## src/rtl/uart_pkg.sv

```systemverilog
// Shared definitions for the UART transmitter: frame constants, FSM state encoding
// and the parity helper.
package uart_pkg;

  localparam int DATA_BITS = 8;
  localparam int STOP_BITS = 1;

  typedef logic [2:0] state_t;

  localparam state_t IDLE   = 3'd0;
  localparam state_t START  = 3'd1;
  localparam state_t DATA   = 3'd2;
  localparam state_t PARITY = 3'd3;
  localparam state_t STOP   = 3'd4;

  // Even parity is the plain XOR of the data bits; odd parity inverts it.
  function automatic logic parity_of(input logic [DATA_BITS-1:0] data, input logic odd);
    return (^data) ^ odd;
  endfunction

endpackage

```

## src/rtl/uart_tx_fifo.sv

```systemverilog
// Transmit buffer for uart_tx: synchronous write/pop, full/empty flags, head-data
// output and a one-cycle overflow pulse for writes dropped while full.
module uart_tx_fifo #(
  parameter int DEPTH = 4,
  parameter int WIDTH = 8
) (
  input  logic             clk,
  input  logic             rst,
  input  logic             wr_en,
  input  logic [WIDTH-1:0] wr_data,
  input  logic             pop,
  output logic [WIDTH-1:0] head,
  output logic             full,
  output logic             empty,
  output logic             overflow
);

  localparam int AW = (DEPTH > 1) ? $clog2(DEPTH) : 1;

  logic [WIDTH-1:0] mem [DEPTH];
  logic [AW-1:0]    wr_ptr;
  logic [AW-1:0]    rd_ptr;
  logic [AW:0]      count;
  logic             do_pop;
  logic             do_wr;

  assign empty  = (count == '0);
  assign full   = (count == (AW+1)'(DEPTH));
  assign head   = mem[rd_ptr];
  assign do_pop = pop && !empty;
  // A pop on the same edge frees a slot, so a write into a full buffer still lands.
  assign do_wr  = wr_en && (!full || do_pop);

  always_ff @(posedge clk) begin
    if (!rst && do_wr) begin
      mem[wr_ptr] <= wr_data;
    end
  end

  always_ff @(posedge clk) begin
    if (rst) begin
      wr_ptr   <= '0;
      rd_ptr   <= '0;
      count    <= '0;
      overflow <= 1'b0;
    end else begin
      overflow <= wr_en && !do_wr;
      if (do_wr) begin
        wr_ptr <= wr_ptr + 1'b1;
      end
      if (do_pop) begin
        rd_ptr <= rd_ptr + 1'b1;
      end
      case ({do_wr, do_pop})
        2'b10:   count <= count + 1'b1;
        2'b01:   count <= count - 1'b1;
        default: count <= count;
      endcase
    end
  end

endmodule

```

## src/rtl/uart_tx.sv

```systemverilog
// Buffered UART transmitter: 8N1 frames by default, 8-bit data plus parity and one stop
// bit when UART_TX_PARITY_EN is defined. tx is registered and idles high.
module uart_tx
  import uart_pkg::*;
#(
  parameter int CLKS_PER_BIT = 16,
  parameter int FIFO_DEPTH   = 4,
  parameter int PARITY_ODD   = 0
) (
  input  logic       clk,
  input  logic       rst,
  input  logic [7:0] datain,
  input  logic       wrsig,
  output logic       tx,
  output logic       idle,
  output logic       full,
  output logic       overflow
);

  localparam int CW = (CLKS_PER_BIT > 1) ? $clog2(CLKS_PER_BIT) : 1;

  state_t                 state;
  logic [CW-1:0]          bit_cnt;
  logic                   bit_end;
  logic [DATA_BITS-1:0]   shreg;
  logic [2:0]             bit_idx;
  logic [DATA_BITS-1:0]   head;
  logic                   fifo_empty;
  logic                   stop_end;
  logic                   pop;

  assign bit_end  = (bit_cnt == CW'(CLKS_PER_BIT - 1));
  assign stop_end = (state == STOP) && bit_end && (bit_idx == 3'(STOP_BITS - 1));
  // Popping straight out of the last stop bit keeps consecutive frames gap-free.
  assign pop      = !fifo_empty && ((state == IDLE) || stop_end);
  assign idle     = (state == IDLE) && fifo_empty;

  uart_tx_fifo #(
    .DEPTH (FIFO_DEPTH),
    .WIDTH (DATA_BITS)
  ) u_fifo (
    .clk      (clk),
    .rst      (rst),
    .wr_en    (wrsig),
    .wr_data  (datain),
    .pop      (pop),
    .head     (head),
    .full     (full),
    .empty    (fifo_empty),
    .overflow (overflow)
  );

`ifdef UART_TX_PARITY_EN
  logic parity_bit;

  always_ff @(posedge clk) begin
    if (rst) begin
      parity_bit <= 1'b0;
    end else if (pop) begin
      parity_bit <= parity_of(head, PARITY_ODD != 0);
    end
  end
`else
  // Parity sense has no effect without the parity bit.
  logic unused_parity_odd;
  assign unused_parity_odd = (PARITY_ODD != 0);
`endif

  always_ff @(posedge clk) begin
    if (rst) begin
      state   <= IDLE;
      tx      <= 1'b1;
      bit_cnt <= '0;
      shreg   <= '0;
      bit_idx <= '0;
    end else begin
      bit_cnt <= (state == IDLE || bit_end) ? '0 : bit_cnt + 1'b1;
      case (state)
        IDLE: begin
          tx <= 1'b1;
          if (pop) begin
            shreg <= head;
            state <= START;
            tx    <= 1'b0;
          end
        end
        START: begin
          if (bit_end) begin
            state   <= DATA;
            tx      <= shreg[0];
            shreg   <= shreg >> 1;
            bit_idx <= '0;
          end
        end
        DATA: begin
          if (bit_end) begin
            if (bit_idx == 3'(DATA_BITS - 1)) begin
              bit_idx <= '0;
`ifdef UART_TX_PARITY_EN
              state   <= PARITY;
              tx      <= parity_bit;
`else
              state   <= STOP;
              tx      <= 1'b1;
`endif
            end else begin
              tx      <= shreg[0];
              shreg   <= shreg >> 1;
              bit_idx <= bit_idx + 1'b1;
            end
          end
        end
`ifdef UART_TX_PARITY_EN
        PARITY: begin
          if (bit_end) begin
            state   <= STOP;
            tx      <= 1'b1;
            bit_idx <= '0;
          end
        end
`endif
        STOP: begin
          if (bit_end) begin
            if (stop_end) begin
              bit_idx <= '0;
              if (pop) begin
                shreg <= head;
                state <= START;
                tx    <= 1'b0;
              end else begin
                state <= IDLE;
                tx    <= 1'b1;
              end
            end else begin
              bit_idx <= bit_idx + 1'b1;
            end
          end
        end
        default: begin
          state <= IDLE;
          tx    <= 1'b1;
        end
      endcase
    end
  end

endmodule

```

## config.mk

```make
export PLATFORM = sky130hd
export DESIGN_NAME = uart_tx
export DESIGN_NICKNAME = d
export VERILOG_FILES = /design/src/rtl/uart_pkg.sv /design/src/rtl/uart_tx_fifo.sv /design/src/rtl/uart_tx.sv
export SDC_FILE = /design/constraint.sdc
export NUM_CORES = 1
export LEC_CHECK = 0
export CAP_MARGIN = 30
export CELL_PAD_IN_SITES_DETAIL_PLACEMENT = 1
export CELL_PAD_IN_SITES_GLOBAL_PLACEMENT = 1
export CORE_MARGIN = 8
export CORE_UTILIZATION = 26
export CTS_BUF_LIST = sky130_fd_sc_hd__clkbuf_8
export CTS_CLUSTER_DIAMETER = 80
export CTS_CLUSTER_SIZE = 40
export DETAILED_ROUTE_END_ITERATION = 6
export GPL_TIMING_DRIVEN = 0
export PLACE_DENSITY = 0.57
export SLEW_MARGIN = 30
export SYNTH_ARGS = -nofsm -noshare
export SYNTH_HDL_FRONTEND = slang
export SYNTH_SLANG_ARGS = --single-unit
```

## constraint.sdc

```tcl
create_clock -name clk -period 4.11 [get_ports clk]
set_input_delay 0.6165 -clock clk [delete_from_list [all_inputs] [get_ports clk]]
set_output_delay 0.6165 -clock clk [all_outputs]
set_load 0.02 [all_outputs]
```

==> flow_metrics.env, run 1 <==
export IMPL_status="finished clean"
export IMPL_drive_above_1_share_pct=19.8
export IMPL_hold_viol=0
export IMPL_critPathKind="flip-flop to flip-flop"
export IMPL_dr_total_vias=1940
export IMPL_place_inst=387
export IMPL_ys_seq_area_share_pct=53.1
export IMPL_die_area_sq_um=14800
export IMPL_syn_avg_cell_area_sq_um=12.4
export IMPL_final_net_count=278
export IMPL_power_density_nw_per_um2=559
export IMPL_async_flop_share_pct=0
export IMPL_synth_top_area_cell="edfxtp_1"
export IMPL_drtAntennaViolNets=0
export IMPL_place_hpwl_um=4530
export IMPL_globalRouteTotalUtil_pct=9.07
export IMPL_netlist_area_sq_um=2900
export IMPL_yosys_warnings=0
export IMPL_fin_cells=403
export IMPL_drtIter0Drc=64
export IMPL_overflow=0
export IMPL_grt_max_degree=13
export IMPL_synthFlopType="edfxtp_1"
export IMPL_finalSetupViolCount=0
export IMPL_clock_sinks=61
export IMPL_max_slew_worst_pin_slew_ns=0.634
export IMPL_slew_viol_final=0
export IMPL_place_congestion=0.732
export IMPL_clkLatencyLatePin_ns=0.34
export IMPL_post_route_period_util_pct=71.4
export IMPL_antennaDiodeCount=0
export IMPL_start_kind="flip-flop"
export IMPL_grt_pass1_vias=2053
export IMPL_end_kind="flip-flop"
export IMPL_pin_count=15
export IMPL_synth_seq_cells=61
export IMPL_filler_cell_count=1171
export IMPL_cts_htree_levels=3
export IMPL_fin_ws_ns=1.17
export IMPL_fp_dieH_um=122
export IMPL_post_cts_resized=0
export IMPL_drc_errors=0
export IMPL_dpl_worst_slack_ns=1.21
export IMPL_wirelength_um=6390
export IMPL_p_leak_nw=1.19
export IMPL_ys_types=58
export IMPL_period_minus_slack_ns=2.94
export IMPL_viasPerCell=4.81
export IMPL_path_clk_slew_ns=0.08
export IMPL_rows=38
export IMPL_antenna_found_initial=0
export IMPL_ir_drop_uv=156
export IMPL_numPortBuffers=13
export IMPL_cts_buffer_depth=2
export IMPL_critical_path_required_ns=4.40
export IMPL_area_growth_pct=16.6
export IMPL_hold_class="flip-flop to flip-flop"
export IMPL_cts_root_buf="clkbuf_8"
export IMPL_drtPass1Iterations=4
export IMPL_syn_nets=254
export IMPL_crit_arrival_ns=3.23
export IMPL_yosysTopAreaCellShare_pct=33.1
export IMPL_synth_edff_count=32
export IMPL_post_cts_setup_buffers=0
export IMPL_worst_path_max_fanout=7
export IMPL_rsz0062_at_grt="false"
export IMPL_cts_tree="yes"
export IMPL_relSlewSlack_pct=57.7
export IMPL_synth_top_cells_by_area="edfxtp_1, dfxtp_1, mux4_2, ha_1, mux2_2"
export IMPL_netlist_instances=234
export IMPL_drv_cap=0
export IMPL_grt_pass1_wl_um=10600
export IMPL_final_setup_skew_ns=0.0106
export IMPL_initial_core_util_pct=26.6
export IMPL_fin_setup_tns_ns=0
export IMPL_fp_coreArea_sq_um=10900
export IMPL_dieWidth_um=122
export IMPL_numCtsBuffers=9
export IMPL_cts_hold_buffers_added=0
export IMPL_fmax_mhz=341
export IMPL_wire_per_inst_um=15.9
==> final cells by class <==
type / instances / area [sq um] / share of cell area, %
timing repair buffer: 13 / 130 / 3.85
buffer: 15 / 72.6 / 2.15
clock buffer: 9 / 124 / 3.66
clock inverter: 7 / 51.3 / 1.52
multi-input combinational: 149 / 1250 / 37.1
sequential: 61 / 1540 / 45.6
inverter: 9 / 33.8 / 0.999
tap: 140 / 175 / 5.18
==> cell usage after synthesis (4+ instances only) <==
master    number
and3_1         7
buf_2          4
nor2b_1        4
clkbuf_1       9
o211ai_1       4
dfxtp_1       29
or3_1          4
mux4_2         8
o21ai_0        7
mux2_2         8
ha_1           8
nand2_1        4
a22o_1         8
nor2_1        15
nand3_1        4
edfxtp_1      32
a21oi_1        7
inv_1          9
a211oi_1       4
==> stage by stage <==
step	cell area (sq um)	total power [mW]	hold WS, ns	util [%]
final	3380	1.89	0.458	31.1
after global routing	3380	2.02	0.474	31.1
after CTS	3380	1.92	0.458	31.1
after detailed placement	3210	1.44	0.442	29.5
after global placement	3210	1.43	0.429	29.5
after floorplan	2900	1.27	0.418	-
==> logic make-up after synthesis <==
group | Yosys count | synth area share, %
buffers and inverters | 24 | 3.67
and+or+nand+nor | 64 | 13.3
xor gates and xnor gates | 4 | 1.21
muxes | 19 | 10.4
DFF | 61 | 53.1
adders and majority gates | 9 | 4.14
AOI/OAI and AO/OA | 53 | 14.2
==> critical path, cell delays in order, from the launching register on <==
cell and delay, ns:
dfxtp_1 0.36, ha_1 0.23, and3_1 0.17, buf_2 0.17
a21boi_1 0.15, or3_1 0.39, fa_1 0.43, or4b_2 0.62
o221a_2 0.28, nand3_1 0.07
==> power by group <==
part	internal, mW	switching [mW]	total [mW]
Clock	0.220	0.256	0.477
Combinational	0.298	0.339	0.637
Sequential	0.730	0.0475	0.778
==> metal layers <==
metal  vias to the layer above  track usage (%)  routed length (um)  part of all wire (%)
met5                         -                0                   0                     0
met4                         0             4.55                 113                   1.8
met3                         7             1.99                 132                   2.1
met2                        20             14.2                2950                    46
met1                       970             11.6                3190                    50
li1                        943                -                   -                     -
==> state kept, by name, indices dropped and copies added (netlist names), named ones only <==
register,cells
u_fifo.mem,32
shreg,8
bit_cnt,4
bit_idx,3
state,3
u_fifo.count,3
u_fifo.rd_ptr,2
u_fifo.wr_ptr,2
tx,1
u_fifo.overflow,1
==> cell usage in the layout (no fill, tap or decap), drive strengths merged, types with 3 or more instances in the layout <==
cell type	count
edfxtp	32
dfxtp	29
clkbuf	18
nor2	16
clkdlybuf4s50	13
inv	10
mux2	9
a22o	8
mux4	8
ha	8
o21ai	8
and3	7
a21oi	7
buf	6
o211ai	5
nand3	5
nor2b	4
or3	4
nand2	4
a211oi	4
nor3	4
or4b	4
clkinv	4
nand2b	3
o31ai	3
==> final timing paths <==
kind	endpoint	cells past startpoint	slack, ns	startpoint
hold reg to reg	bit_cnt[0]	1	0.46	bit_cnt[0]
hold / removal	bit_cnt[0]	1	0.46	bit_cnt[0]
setup / recovery	u_fifo.count[2]	9	1.17	bit_cnt[0]
setup reg to reg	u_fifo.count[2]	9	1.17	bit_cnt[0]
Note: power is estimated with default switching activity, not from simulation.
==> run 2, diff against run 1 <==
- PLACE_DENSITY: 0.57 -> 0.59
- clock period: 4.11 -> 2.6 ns (I/O delays scaled with it)
==> run 2 against run 1 <==
Setup slack lost 1.0 ns. Combinational power grew 60%. Wire length grew 1.3%. Cell count grew 0.74%. Fmax grew 20%. Non-clock buffer count grew 3. Highest routed layer unchanged. Worst hold slack gained 0.0022 ns. Critical endpoint unchanged. Sequential power grew 63%. Core utilization grew 1.0 points. Clock skew shrank 0.0017 ns. Register-to-register slack lost 1.0 ns. Via count grew 2.8%.
==> flow_metrics.env, run 2 (synthesized netlist as in run 1, its figures left out) <==
export IMPL_status="finished clean"
export IMPL_numCtsBuffers=9
export IMPL_slew_viol_final=0
export IMPL_final_common_cell="edfxtp_1"
export IMPL_initial_core_util_pct=26.6
export IMPL_post_route_period_util_pct=94.3
export IMPL_rsz0062_at_grt="false"
export IMPL_max_slew_worst_pin_slew_ns=0.604
export IMPL_power_density_nw_per_um2=876
export IMPL_area_growth_pct=20.4
export IMPL_drive_above_1_share_pct=28.2
export IMPL_rows=38
export IMPL_grt_pass1_wl_um=10800
export IMPL_critPathKind="flip-flop to flip-flop"
export IMPL_drv_cap=0
export IMPL_clock_sinks=61
export IMPL_dieWidth_um=122
export IMPL_final_cell_mix="edfxtp_1, dfxtp_1, nor2_1"
export IMPL_worst_path_max_fanout=6
export IMPL_antenna_found_initial=0
export IMPL_place_hpwl_um=4420
export IMPL_cts_buffer_depth=2
export IMPL_startpoint="bit_cnt[1]"
export IMPL_place_inst=387
export IMPL_drtPass1Iterations=4
export IMPL_dr_total_vias=1994
export IMPL_period_minus_slack_ns=2.45
export IMPL_final_setup_skew_ns=0.00890
export IMPL_min_delay_start="shreg[7]"
export IMPL_pin_count=15
export IMPL_critical_path_required_ns=2.89
export IMPL_relSlewSlack_pct=59.5
export IMPL_viasPerCell=4.91
export IMPL_p_leak_nw=1.23
export IMPL_hold_class="flip-flop to flip-flop"
export IMPL_r2r_start="bit_cnt[1]"
export IMPL_wirelength_um=6470
export IMPL_hold_viol=0
export IMPL_globalRouteTotalUtil_pct=9.40
export IMPL_path_clk_slew_ns=0.08
export IMPL_reg_top3="u_fifo.mem (32), shreg (8), bit_cnt (4)"
export IMPL_fp_coreArea_sq_um=10900
export IMPL_crit_arrival_ns=2.74
export IMPL_p_total_mw=3.06
export IMPL_cts_htree_levels=3
export IMPL_fp_dieH_um=122
export IMPL_drtIter0Drc=77
export IMPL_place_congestion=0.757
export IMPL_start_kind="flip-flop"
export IMPL_fin_hold_ws_ns=0.460
export IMPL_fmax_mhz=408
export IMPL_finalSetupViolCount=0
export IMPL_numPortBuffers=13
export IMPL_end_kind="flip-flop"
export IMPL_drc_errors=0
export IMPL_final_net_count=281
export IMPL_drtAntennaViolNets=0
export IMPL_wire_per_inst_um=15.9
export IMPL_grt_max_degree=13
export IMPL_cts_root_buf="clkbuf_8"
export IMPL_ir_drop_uv=333
export IMPL_largest_reg_flops=32
export IMPL_overflow=0
export IMPL_grt_pass1_vias=2072
export IMPL_clkLatencyLatePin_ns=0.35
export IMPL_antennaDiodeCount=0
export IMPL_fin_cells=406
export IMPL_largest_register="u_fifo.mem"
export IMPL_cts_hold_buffers_added=0
export IMPL_die_area_sq_um=14800
export IMPL_cts_tree="yes"
[run 2: final timing paths]
path | endpoint | slack, ns | cells after the start
min reg2reg | shreg[7] | 0.46 | 2
min | shreg[7] | 0.46 | 2
max reg2reg | u_fifo.count[2] | 0.15 | 8
max | u_fifo.count[2] | 0.15 | 8
[run 2: where the power goes]
part / total (mW) / internal, mW / switching [mW]
combinational: 1.02 / 0.502 / 0.520
clock: 0.774 / 0.348 / 0.425
sequential: 1.27 / 1.16 / 0.106
total: 3.06 / 2.01 / 1.05
[run 2: repair_timing]
action	4_1_cts	5_1_grt
pin swaps	3	5
setup buffers	3	3
setup endpoints to repair	1	1
gates resized for setup	10	11
[run 2: routing by layer]
metal  GRT usage [%]  routed length (um)  part of all wire [%]
met4            4.86                  66                   1.0
met1            11.7                3180                    49
met5               0                   0                     0
met3            2.45                 163                   2.5
met2            14.7                3060                    47
[run 2: critical path, stage by stage (launching register included)]
cell	delay, ns
dfxtp_2	0.35
ha_4	0.15
and3_4	0.24
a21boi_4	0.08
or3_4	0.34
fa_2	0.38
or4b_4	0.48
o221a_2	0.29
nand3_1	0.07
[run 2: area by class of cell]
cell class	count	area, sq um
timing repair buffer	19	175
tap	140	175
multi-input combinational	149	1320
sequential	61	1550
inverter	9	33.8
buffer	12	60.1
clock buffer	9	124
clock inverter	7	51.3
fill	1179	7390
[run 2: metrics by stage]
step | area [sq um] | TNS [ns] | setup WS, ns | util (%)
after floorplan | 2920 | 0 | 0.00597 | -
after global placement | 3230 | -0.183 | -0.183 | 29.6
after detailed placement | 3230 | -0.181 | -0.181 | 29.6
after CTS | 3440 | 0 | 0.0112 | 31.6
after global routing | 3490 | 0 | 0.0745 | 32.1
final | 3490 | 0 | 0.147 | 32.1
